File: src/rtl/multicycle_chunk_adder.sv
// Multi-cycle ripple adder: adds two WIDTH-bit operands plus carry-in, CHUNK bits
// per clock (LSB chunk first), with valid/ready handshakes on both sides.
module multicycle_chunk_adder #(
    parameter int unsigned WIDTH = 16,
    parameter int unsigned CHUNK = 4
) (
    input  logic             clk,
    input  logic             reset,
    input  logic             in_valid,
    output logic             in_ready,
    input  logic [WIDTH-1:0] a,
    input  logic [WIDTH-1:0] b,
    input  logic             c_in,
    output logic             out_valid,
    input  logic             out_ready,
    output logic [WIDTH-1:0] sum,
    output logic             c_out,
    output logic             overflow
);
    localparam int unsigned NCHUNK   = (CHUNK == 0) ? 1 : WIDTH / CHUNK;
    localparam int unsigned IDX_W    = (NCHUNK > 1) ? $clog2(NCHUNK) : 1;
    localparam int unsigned CSUM_W   = CHUNK + 1;
    localparam logic [IDX_W-1:0] LAST_IDX = IDX_W'(NCHUNK - 1);

    if (WIDTH < 1 || CHUNK < 1 || CHUNK > WIDTH || (WIDTH % CHUNK) != 0) begin : g_param_check
        $error("multicycle_chunk_adder: invalid WIDTH/CHUNK combination");
    end

    typedef enum logic [1:0] {
        IDLE = 2'd0,
        ADD  = 2'd1,
        DONE = 2'd2
    } state_t;

    state_t            state_q, state_d;
    logic [WIDTH-1:0]  a_r, a_d;
    logic [WIDTH-1:0]  b_r, b_d;
    logic              carry_r, carry_d;
    logic [IDX_W-1:0]  idx_r, idx_d;
    logic [WIDTH-1:0]  sum_d;
    logic              c_out_d;
    logic              overflow_d;
    logic              in_ready_d;
    logic              out_valid_d;

    logic [CHUNK-1:0]  a_chunk;
    logic [CHUNK-1:0]  b_chunk;
    logic [CSUM_W-1:0] chunk_sum;
    logic              msb_carry;
    int unsigned       base;

    // State register plus all registered datapath and handshake outputs
    always_ff @(posedge clk) begin
        if (reset) begin
            state_q   <= IDLE;
            a_r       <= '0;
            b_r       <= '0;
            carry_r   <= 1'b0;
            idx_r     <= '0;
            sum       <= '0;
            c_out     <= 1'b0;
            overflow  <= 1'b0;
            in_ready  <= 1'b1;
            out_valid <= 1'b0;
        end else begin
            state_q   <= state_d;
            a_r       <= a_d;
            b_r       <= b_d;
            carry_r   <= carry_d;
            idx_r     <= idx_d;
            sum       <= sum_d;
            c_out     <= c_out_d;
            overflow  <= overflow_d;
            in_ready  <= in_ready_d;
            out_valid <= out_valid_d;
        end
    end

    // Next-state, chunk adder and next values of every register
    always_comb begin
        state_d     = state_q;
        a_d         = a_r;
        b_d         = b_r;
        carry_d     = carry_r;
        idx_d       = idx_r;
        sum_d       = sum;
        c_out_d     = c_out;
        overflow_d  = overflow;

        base        = 32'(idx_r) * CHUNK;
        a_chunk     = a_r[base +: CHUNK];
        b_chunk     = b_r[base +: CHUNK];
        chunk_sum   = {1'b0, a_chunk} + {1'b0, b_chunk} + CSUM_W'(carry_r);
        // Carry into the chunk's top bit recovered from its sum bit
        msb_carry   = a_chunk[CHUNK-1] ^ b_chunk[CHUNK-1] ^ chunk_sum[CHUNK-1];

        case (state_q)
            IDLE: begin
                if (in_valid) begin
                    a_d     = a;
                    b_d     = b;
                    carry_d = c_in;
                    idx_d   = '0;
                    state_d = ADD;
                end
            end
            ADD: begin
                sum_d[base +: CHUNK] = chunk_sum[CHUNK-1:0];
                carry_d              = chunk_sum[CHUNK];
                idx_d                = idx_r + IDX_W'(1);
                if (idx_r == LAST_IDX) begin
                    c_out_d    = chunk_sum[CHUNK];
                    overflow_d = msb_carry ^ chunk_sum[CHUNK];
                    idx_d      = '0;
                    state_d    = DONE;
                end
            end
            DONE: begin
                if (out_ready) begin
                    state_d = IDLE;
                end
            end
            default: begin
                state_d = IDLE;
            end
        endcase

        in_ready_d  = (state_d == IDLE);
        out_valid_d = (state_d == DONE);
    end

endmodule

File: config.mk
export PLATFORM = sky130hd
export DESIGN_NAME = multicycle_chunk_adder
export DESIGN_NICKNAME = d
export VERILOG_FILES = /design/src/rtl/multicycle_chunk_adder.sv
export SDC_FILE = /design/constraint.sdc
export NUM_CORES = 1
export LEC_CHECK = 0
export ABC_AREA = 1
export CAP_MARGIN = 15
export CELL_PAD_IN_SITES_DETAIL_PLACEMENT = 1
export CELL_PAD_IN_SITES_GLOBAL_PLACEMENT = 1
export CORE_MARGIN = 2
export CORE_UTILIZATION = 36
export CTS_CLUSTER_SIZE = 40
export DETAILED_ROUTE_END_ITERATION = 10
export GPL_TIMING_DRIVEN = 0
export PLACE_DENSITY = 0.77
export SETUP_SLACK_MARGIN = 0.02
export SLEW_MARGIN = 20
export SYNTH_ARGS = -nofsm -noshare
export SYNTH_HDL_FRONTEND = slang
export SYNTH_SLANG_ARGS = --single-unit
File: constraint.sdc
create_clock -name clk -period 2.9 [get_ports clk]
set_clock_uncertainty 0.1 [all_clocks]
set_input_delay 0.435 -clock clk [delete_from_list [all_inputs] [get_ports clk]]
set_output_delay 0.435 -clock clk [all_outputs]
set_load 0.01 [all_outputs]
==> flow_summary.ini, run 1 <==
[grt]
grt_first_pass_wirelength_mm = 12.2
grt_max_degree = 13
grt.total_usage_pct = 20.7
antenna_found_initial = 0
grt.overflow.total = 0
first_global_vias = 2672

[synthesis]
synthCells = 335
synth_area_sq_um = 2530
syn_area_per_cell_sq_um = 7.57
synth_warnings = 0
ys_ff_latch = 57
syn-num-nets = 383
seq_area_frac_synth_pct = 45.0
ys_types = 30

[clock_network]
htreeDepth = 3
cts_tree = yes
hold_buffers = 0
cts-root-buf = clkbuf_8
path_clk_slew_ps = 60
clockBufferDepth = 2
cts_buffers = 9
clock_latency_ps = 350
clock_sinks = 57

[timing]
hold_viol = 0
clock.fmax_mhz = 366
period_minus_slack_ps = 2730
drv_slew = 0
fin_crit_sh_pct = 94.1
setup_viol = 0
slew_headroom_pct = 66.5
whs_ps = 364
worst-slew-pin-transition_ps = 502
fin_ws_ps = 170

[cells_and_area]
seqCellArea_sq_um = 1140
area_growth_pct = 36.7
multi_input_area_sq_um = 1280
diodes = 0
utilization_pct = 51.0
nets = 452
fillers = 859
layout-drive-gt1-share_pct = 12.0

[die]
die_h_um = 87.9
die_area_sq_um = 7730
core_sq_um = 6790
rows = 30
die_w_um = 87.9
start_util_pct = 37.3
io_pins = 57

[drt]
via_per_inst = 4.98
drt_iter0_drc = 103
num_vias = 2511
postRouteAntennaNets = 0
drc_errors = 0
wl_per_cell_um = 14.6
firstDrtPassIters = 6
wirelength_mm = 7.34

[placed_design]
hpwl_mm = 5.27
io_buffers = 56
dp_slack_ps = -303
place_congestion = 0.810

[pwr]
clockPowerShare_pct = 37.0
p_total_uw = 2020
combPwrFrac_pct = 20.4
powerDensity_nw_per_um2 = 583
p_seq_share_pct = 42.5
p_leak_uw = 0.00141
sw_frac_of_total_pct = 28.9
switching_power_uw = 583
internal_power_uw = 1440
peakVddDrop_uv = 239

[hold_path]
holdCritStartpoint = sum[2]
min_path_type = register to register

[outcome]
status = completed

[worst_setup_path]
start_kind = register
crit_fanout = 10
worst-setup-path-type = register to register
rr_startpoint = idx_r[0]
crit_arrival_ps = 2880
cp-startpoint = idx_r[0]
cp.required_ps = 3050
setup.worst_path.end_class = register

[run]
max-cap-violations = 0
## final timing paths
kind / slack (ps) / end / depth (start not counted)
max: 170 / overflow / 14
min: 360 / sum[2] / 2
max reg2reg: 170 / overflow / 14
min reg2reg: 360 / sum[2] / 2
## repair_timing
action	4_1_cts	5_1_grt
buffers inserted	2	0
hold endpoints to repair	0	0
gates resized for setup	10	7
pin swaps	0	0
endpoints found under the setup margin	10	6
## cells in the final DEF (no fill, tap or decap), types with 3 or more instances in the layout
| cell type | count |
|---|---|
| nor2_1 | 90 |
| dfxtp_1 | 56 |
| clkdlybuf4s50_1 | 56 |
| o21ai_0 | 43 |
| nand2_1 | 35 |
| a21oi_1 | 17 |
| nand3_1 | 12 |
| inv_1 | 11 |
| clkbuf_8 | 11 |
| ha_1 | 9 |
| o22ai_1 | 8 |
| buf_2 | 7 |
| clkbuf_1 | 6 |
| o21ai_1 | 6 |
| buf_4 | 4 |
| nor2_2 | 4 |
| a22oi_1 | 4 |
| inv_2 | 3 |
## power by group through the flow
stage	clock network, uW	logic, uW	registers (uW)
final	748	412	859
after global routing	795	462	865
after CTS	757	405	859
after detailed placement	0	393	875
after global placement	0	380	873
after floorplan	0	242	871
## cells by family after synthesis
kind of cell | after synthesis | share of synthesized area (%)
AO/OA/AOI/OAI | 83 | 17.8
XOR/XNOR | 1 | 0.346
adder cells (fa/ha/maj) | 11 | 6.02
buffers and inverters | 32 | 5.08
flip-flops | 57 | 45.0
AND/OR/NAND/NOR | 151 | 25.8
## Yosys cell counts
cell / n / area [sq um]
a211oi_2: 1 / 12.5
a21oi_1: 18 / 90.1
a21oi_2: 1 / 8.76
a22oi_1: 4 / 30.0
a31oi_1: 1 / 6.26
buf_1: 1 / 3.75
buf_2: 7 / 35.0
clkbuf_1: 8 / 30.0
clkinv_1: 1 / 3.75
dfxtp_1: 57 / 1140
fa_1: 2 / 40.0
ha_1: 9 / 113
inv_1: 12 / 45.0
inv_2: 3 / 11.3
nand2_1: 35 / 131
nand2_2: 2 / 12.5
nand2_4: 2 / 22.5
nand3_1: 12 / 60.1
nand4_1: 2 / 12.5
nor2_1: 91 / 342
nor2_2: 3 / 18.8
nor2_4: 1 / 11.3
nor2_8: 1 / 20.0
nor3_4: 1 / 16.3
o21a_1: 1 / 7.51
o21ai_0: 43 / 215
o21ai_1: 6 / 30.0
o22ai_1: 8 / 50.1
or2_1: 1 / 6.26
xor2_1: 1 / 8.76
## stage by stage
step,setup TNS [ps],area (sq um),std cells
6_report,0,3460,504
5_1_grt,-12.5,3460,504
4_1_cts,-2.93,3450,504
3_5_place_dp,-1460,3220,487
3_3_place_gp,-1160,3220,487
2_1_floorplan,0,2530,335
## sequential cells by signal (all words and copies together) (netlist names), 2 cells and up
signal,flops
sum,16
a_r,16
state_q,2
idx_r,2
b_r,16
## layer usage
layer	GRT usage, %	vias to the layer above	part of all wire, %
li1	-	1241	-
met1	23.6	1196	44
met2	37.3	61	51
met3	3.58	13	3.4
met4	9.65	0	2.0
met5	0	-	0
## cell type report
cell class | instances | share of cell area, %
Inverter | 16 | 1.84
Clock buffer | 12 | 4.48
Sequential cell | 57 | 33.0
Multi-Input combinational cell | 246 | 37.1
Buffer | 16 | 2.42
Clock inverter | 3 | 1.16
Timing Repair Buffer | 58 | 16.6
Tap cell | 96 | 3.47
## worst max-delay path, stage by stage, from the launching register on
cell and delay [ps]:
dfxtp_2 380, inv_1 110, clkbuf_4 210, o21ai_0 230, o22ai_1 150, fa_2 400, fa_2 380, nand2_1 90
nand2_1 70, a21oi_2 170, inv_1 80, nand3_1 80, nand3_1 70, nand2_1 60, inv_1 40
Power figures use the tool's default switching activity.
==> run 2, diff against run 1 <==
Settings changed: GPL_TIMING_DRIVEN 0 to not set.
==> run 2 against run 1 <==
Compared with the run above:
- final area decreased by 0.51%
- power increased by 9.6%
- critical path depth decreased by 4
- first-iteration DRC count decreased by 28%
- maximum frequency increased by 5.8%
- sequential cell count unchanged
- worst hold slack about the same
- critical path type unchanged
- highest routed layer unchanged
==> flow_summary.ini, run 2 (synthesized netlist as in run 1, its figures left out) <==
[outcome]
status = completed

[worst_setup_path]
slowest_stage = fa_1
setup.worst_path.end_class = register
crit_fanout = 11
crit_arrival_ps = 2760
cp.required_ps = 3080
worst-setup-path-type = register to register
start_kind = register
slowest_delay_ps = 460
r2r_slack_ps = 320
path_cells = inv_2, o21ai_0, o22ai_1, fa_1, fa_1, xor2_1, nand2_1, nor2_1, a22oi_1, nor2_1

[clock_network]
hold_buffers = 0
clock_sinks = 57
cts_tree = yes
cts-root-buf = clkbuf_8
cts_buffers = 9
htreeDepth = 3
ctsResizeCount = 0
clockBufferDepth = 2
path_clk_slew_ps = 70
post_cts_buffers = 0
clock_latency_ps = 350

[die]
die_area_sq_um = 7730
core_sq_um = 6790
die_w_um = 87.9
rows = 30
die_h_um = 87.9
io_pins = 57
start_util_pct = 37.3

[timing]
slew_headroom_pct = 44.5
fin_crit_sh_pct = 89.0
setup_viol = 0
clock.fmax_mhz = 387
rsz0062_at_grt = false
worst-slew-pin-transition_ps = 832
whs_ps = 364
hold_viol = 0
drv_slew = 0
tns_ps = 0
period_minus_slack_ps = 2580

[grt]
grt.overflow.total = 0
antenna_found_initial = 0
first_global_vias = 2439
grt_first_pass_wirelength_mm = 11.3
grt.total_usage_pct = 19.1
grt_max_degree = 35

[placed_design]
place_inst = 476
place_congestion = 0.830
io_buffers = 56
hpwl_mm = 4.73
place_area_sq_um = 3180

[cells_and_area]
fillers = 833
utilization_pct = 50.7
area_growth_pct = 36.0
nets = 439
stdcell_area_sq_um = 3450
layout-drive-gt1-share_pct = 9.34
instances_no_fill = 492
reg.largest.list = a_r x16, b_r x16, sum x16
diodes = 0
layout_common_cells = nor2_1, dfxtp_1, clkdlybuf4s50_1
final_common_cell = nor2_1

[drt]
wirelength_mm = 6.68
wl_per_cell_um = 13.6
via_per_inst = 4.89
drc_errors = 0
postRouteAntennaNets = 0
drt_iter0_drc = 74
firstDrtPassIters = 4
num_vias = 2404

[hold_path]
min_path_type = register to register

[pwr]
powerDensity_nw_per_um2 = 642
p_leak_uw = 0.00141
peakVddDrop_uv = 251

[run]
max-cap-violations = 0
-- run 2: final timing paths --
kind	from	endpoint	depth (start not counted)
min reg2reg	sum[0]	sum[0]	2
min	sum[0]	sum[0]	2
max	idx_r[0]	sum[6]	10
max reg2reg	idx_r[0]	sum[6]	10
-- run 2: final cells by class --
| type | count | area, sq um | area share [%] |
|---|---|---|---|
| Sequential cell | 57 | 1140 | 33.1 |
| Timing Repair Buffer | 61 | 598 | 17.4 |
| Clock buffer | 12 | 165 | 4.79 |
| Multi-Input combinational cell | 246 | 1260 | 36.7 |
| Clock inverter | 4 | 97.6 | 2.83 |
| Tap cell | 96 | 120 | 3.48 |
| Inverter | 16 | 60.1 | 1.74 |
-- run 2: critical path: cells and delay by family, from the launching register on --
| family | cells | cell delay [ps] |
|---|---|---|
| simple gates | 3 | 310 |
| xor+xnor | 1 | 310 |
| buf+inv | 1 | 120 |
| flops | 1 | 430 |
| compound gates | 3 | 370 |
| fa+ha+maj | 2 | 880 |
-- run 2: stage by stage --
| stage | setup WS [ps] | total power, uW |
|---|---|---|
| global route | 73.3 | 2310 |
| CTS | 271 | 2230 |
| global placement | 428 | 1240 |
| detailed placement | 296 | 1260 |
| floorplan | 362 | 1110 |
| finish | 319 | 2210 |
-- run 2: per-layer routing --
metal | global-route usage, % | share of wire (%)
met3 | 3.58 | 3.8
met2 | 33.5 | 49
met5 | 0 | 0
met4 | 10.3 | 2.7
met1 | 21.8 | 45
-- run 2: power by group --
part | switching [uW] | total (uW) | internal (uW) | leakage, uW
Combinational | 227 | 381 | 154 | 0.000809
Clock | 331 | 972 | 641 | 0.000129
Sequential | 27.1 | 860 | 833 | 0.000468
==> run 3, diff against run 2 <==
Settings changed: CAP_MARGIN 15 to not set, CORE_MARGIN 2 to not set.
==> run 3 against run 2 <==
Compared with the run above:
- combinational power fell by 1%
- via count did not move
- power fell by 14%
- register-to-register slack got worse by 30 ps
- final cell count did not move
- die area fell by 4.5%
==> flow_summary.ini, run 3 (synthesized netlist as in run 1, its figures left out) <==
[outcome]
status = completed

[placed_design]
hpwl_mm = 4.79
place_inst = 476
place_congestion = 0.851
io_buffers = 56
place_area_sq_um = 3180

[cells_and_area]
layout-drive-gt1-share_pct = 8.59
nets = 439
reg.largest.list = a_r x16, b_r x16, sum x16
instances_no_fill = 492
layout_common_cells = nor2_1, dfxtp_1, clkdlybuf4s50_1
fillers = 858
stdcell_area_sq_um = 3360
diodes = 0
multi_input_area_sq_um = 1260
area_growth_pct = 32.5
final_common_cell = nor2_1
seqCellArea_sq_um = 1140

[clock_network]
htreeDepth = 3
post_cts_buffers = 0
ctsResizeCount = 0
clock_latency_ps = 340
cts_tree = yes
clock_sinks = 57
clockBufferDepth = 2
cts-root-buf = clkbuf_8
cts_buffers = 9
path_clk_slew_ps = 70
hold_buffers = 0

[drt]
via_per_inst = 4.89
met3_length_um = 256
drc_errors = 0
wl_met1_mm = 3.01
postRouteAntennaNets = 0
wl_per_cell_um = 13.7
top_layer = met4
drt_iter0_drc = 63
firstDrtPassIters = 4
num_vias = 2404
wirelength_mm = 6.76
dr_wl_met2_mm = 3.37

[timing]
fin_crit_sh_pct = 89.9
hold_viol = 0
worst-slew-pin-transition_ps = 858
whs_ps = 364
rsz0062_at_grt = false
slew_headroom_pct = 42.8
tns_ps = 0
period_minus_slack_ps = 2610
setup_viol = 0
clock.fmax_mhz = 384
drv_slew = 0

[worst_setup_path]
crit_arrival_ps = 2750
cpLargestDelayFamily = adder cells
path_buf_inv = 3
worst-setup-path-type = register to register
cp.required_ps = 3040
path_cells = inv_1, o21ai_0, o22ai_1, fa_1, fa_1, nand2_1, nand2_1, a21oi_1, inv_1, nand3_1, nand3_1, nand2_1, inv_1
start_kind = register
setup.worst_path.end_class = register
slowest_stage = fa_1
slowest_delay_ps = 460
crit_fanout = 6

[pwr]
powerDensity_nw_per_um2 = 564
p_total_uw = 1890
peakVddDrop_uv = 249
p_leak_uw = 0.00137

[die]
rows = 30
io_pins = 57
die_area_sq_um = 7380
die_w_um = 85.9
die_h_um = 85.9
start_util_pct = 37.3
core_sq_um = 6790

[grt]
first_global_vias = 2488
antenna_found_initial = 0
grt.overflow.total = 0
grt_max_degree = 35
grt.total_usage_pct = 20.5
grt_first_pass_wirelength_mm = 11.7

[run]
max-cap-violations = 0

[hold_path]
min_path_type = register to register
run 3: cell count changes in the layout (fill, tap and decap cells not counted):
cell,previous run,this run
inv_2,4,3
clkinv_2,0,3
clkinvlp_4,1,0
clkbuf_1,0,2
inv_1,11,12
bufinv_16,3,0
clkbuf_8,12,11
run 3: power breakdown:
| part | leakage [uW] | internal (uW) | switching, uW |
|---|---|---|---|
| sequential | 0.000468 | 833 | 26.5 |
| clock | 0.0000932 | 352 | 305 |
| combinational | 0.000809 | 153 | 224 |
| total | 0.00137 | 1340 | 556 |
run 3: final cells by class:
| cell class | count | area share, % |
|---|---|---|
| flip-flops and latches | 57 | 34.0 |
| clock inverters | 3 | 0.447 |
| multi-input cells | 246 | 37.7 |
| inverters | 16 | 1.79 |
| clock buffers | 13 | 4.73 |
| repair buffers | 61 | 17.8 |
| well taps | 96 | 3.58 |
run 3: per-stage QoR:
stage          setup slack, ps  util [%]
3_3_place_gp               502      46.9
4_1_cts                    300      49.4
5_1_grt                   31.5      49.4
3_5_place_dp               315      46.9
6_report                   293      49.4
2_1_floorplan              362         -
run 3: final timing paths:
kind / start / endpoint / slack [ps] / cells after the start
max: idx_r[0] / overflow / 290 / 13
min: sum[1] / sum[1] / 360 / 2
max reg2reg: idx_r[0] / overflow / 290 / 13
min reg2reg: sum[1] / sum[1] / 360 / 2
run 3: worst reg2reg max path: stages (launching register included):
cell and delay, ps:
dfxtp_1 400, inv_1 110, o21ai_0 200, o22ai_1 120
fa_1 460, fa_1 430, nand2_1 80, nand2_1 50
a21oi_1 220, inv_1 100, nand3_1 70, nand3_1 70
nand2_1 70, inv_1 40
run 3: routing by layer:
metal / vias up / global-route usage [%]
met4: 0 / 8.18
met3: 9 / 5.00
li1: 1211 / -
met5: - / 0
met2: 58 / 34.7
met1: 1126 / 24.9
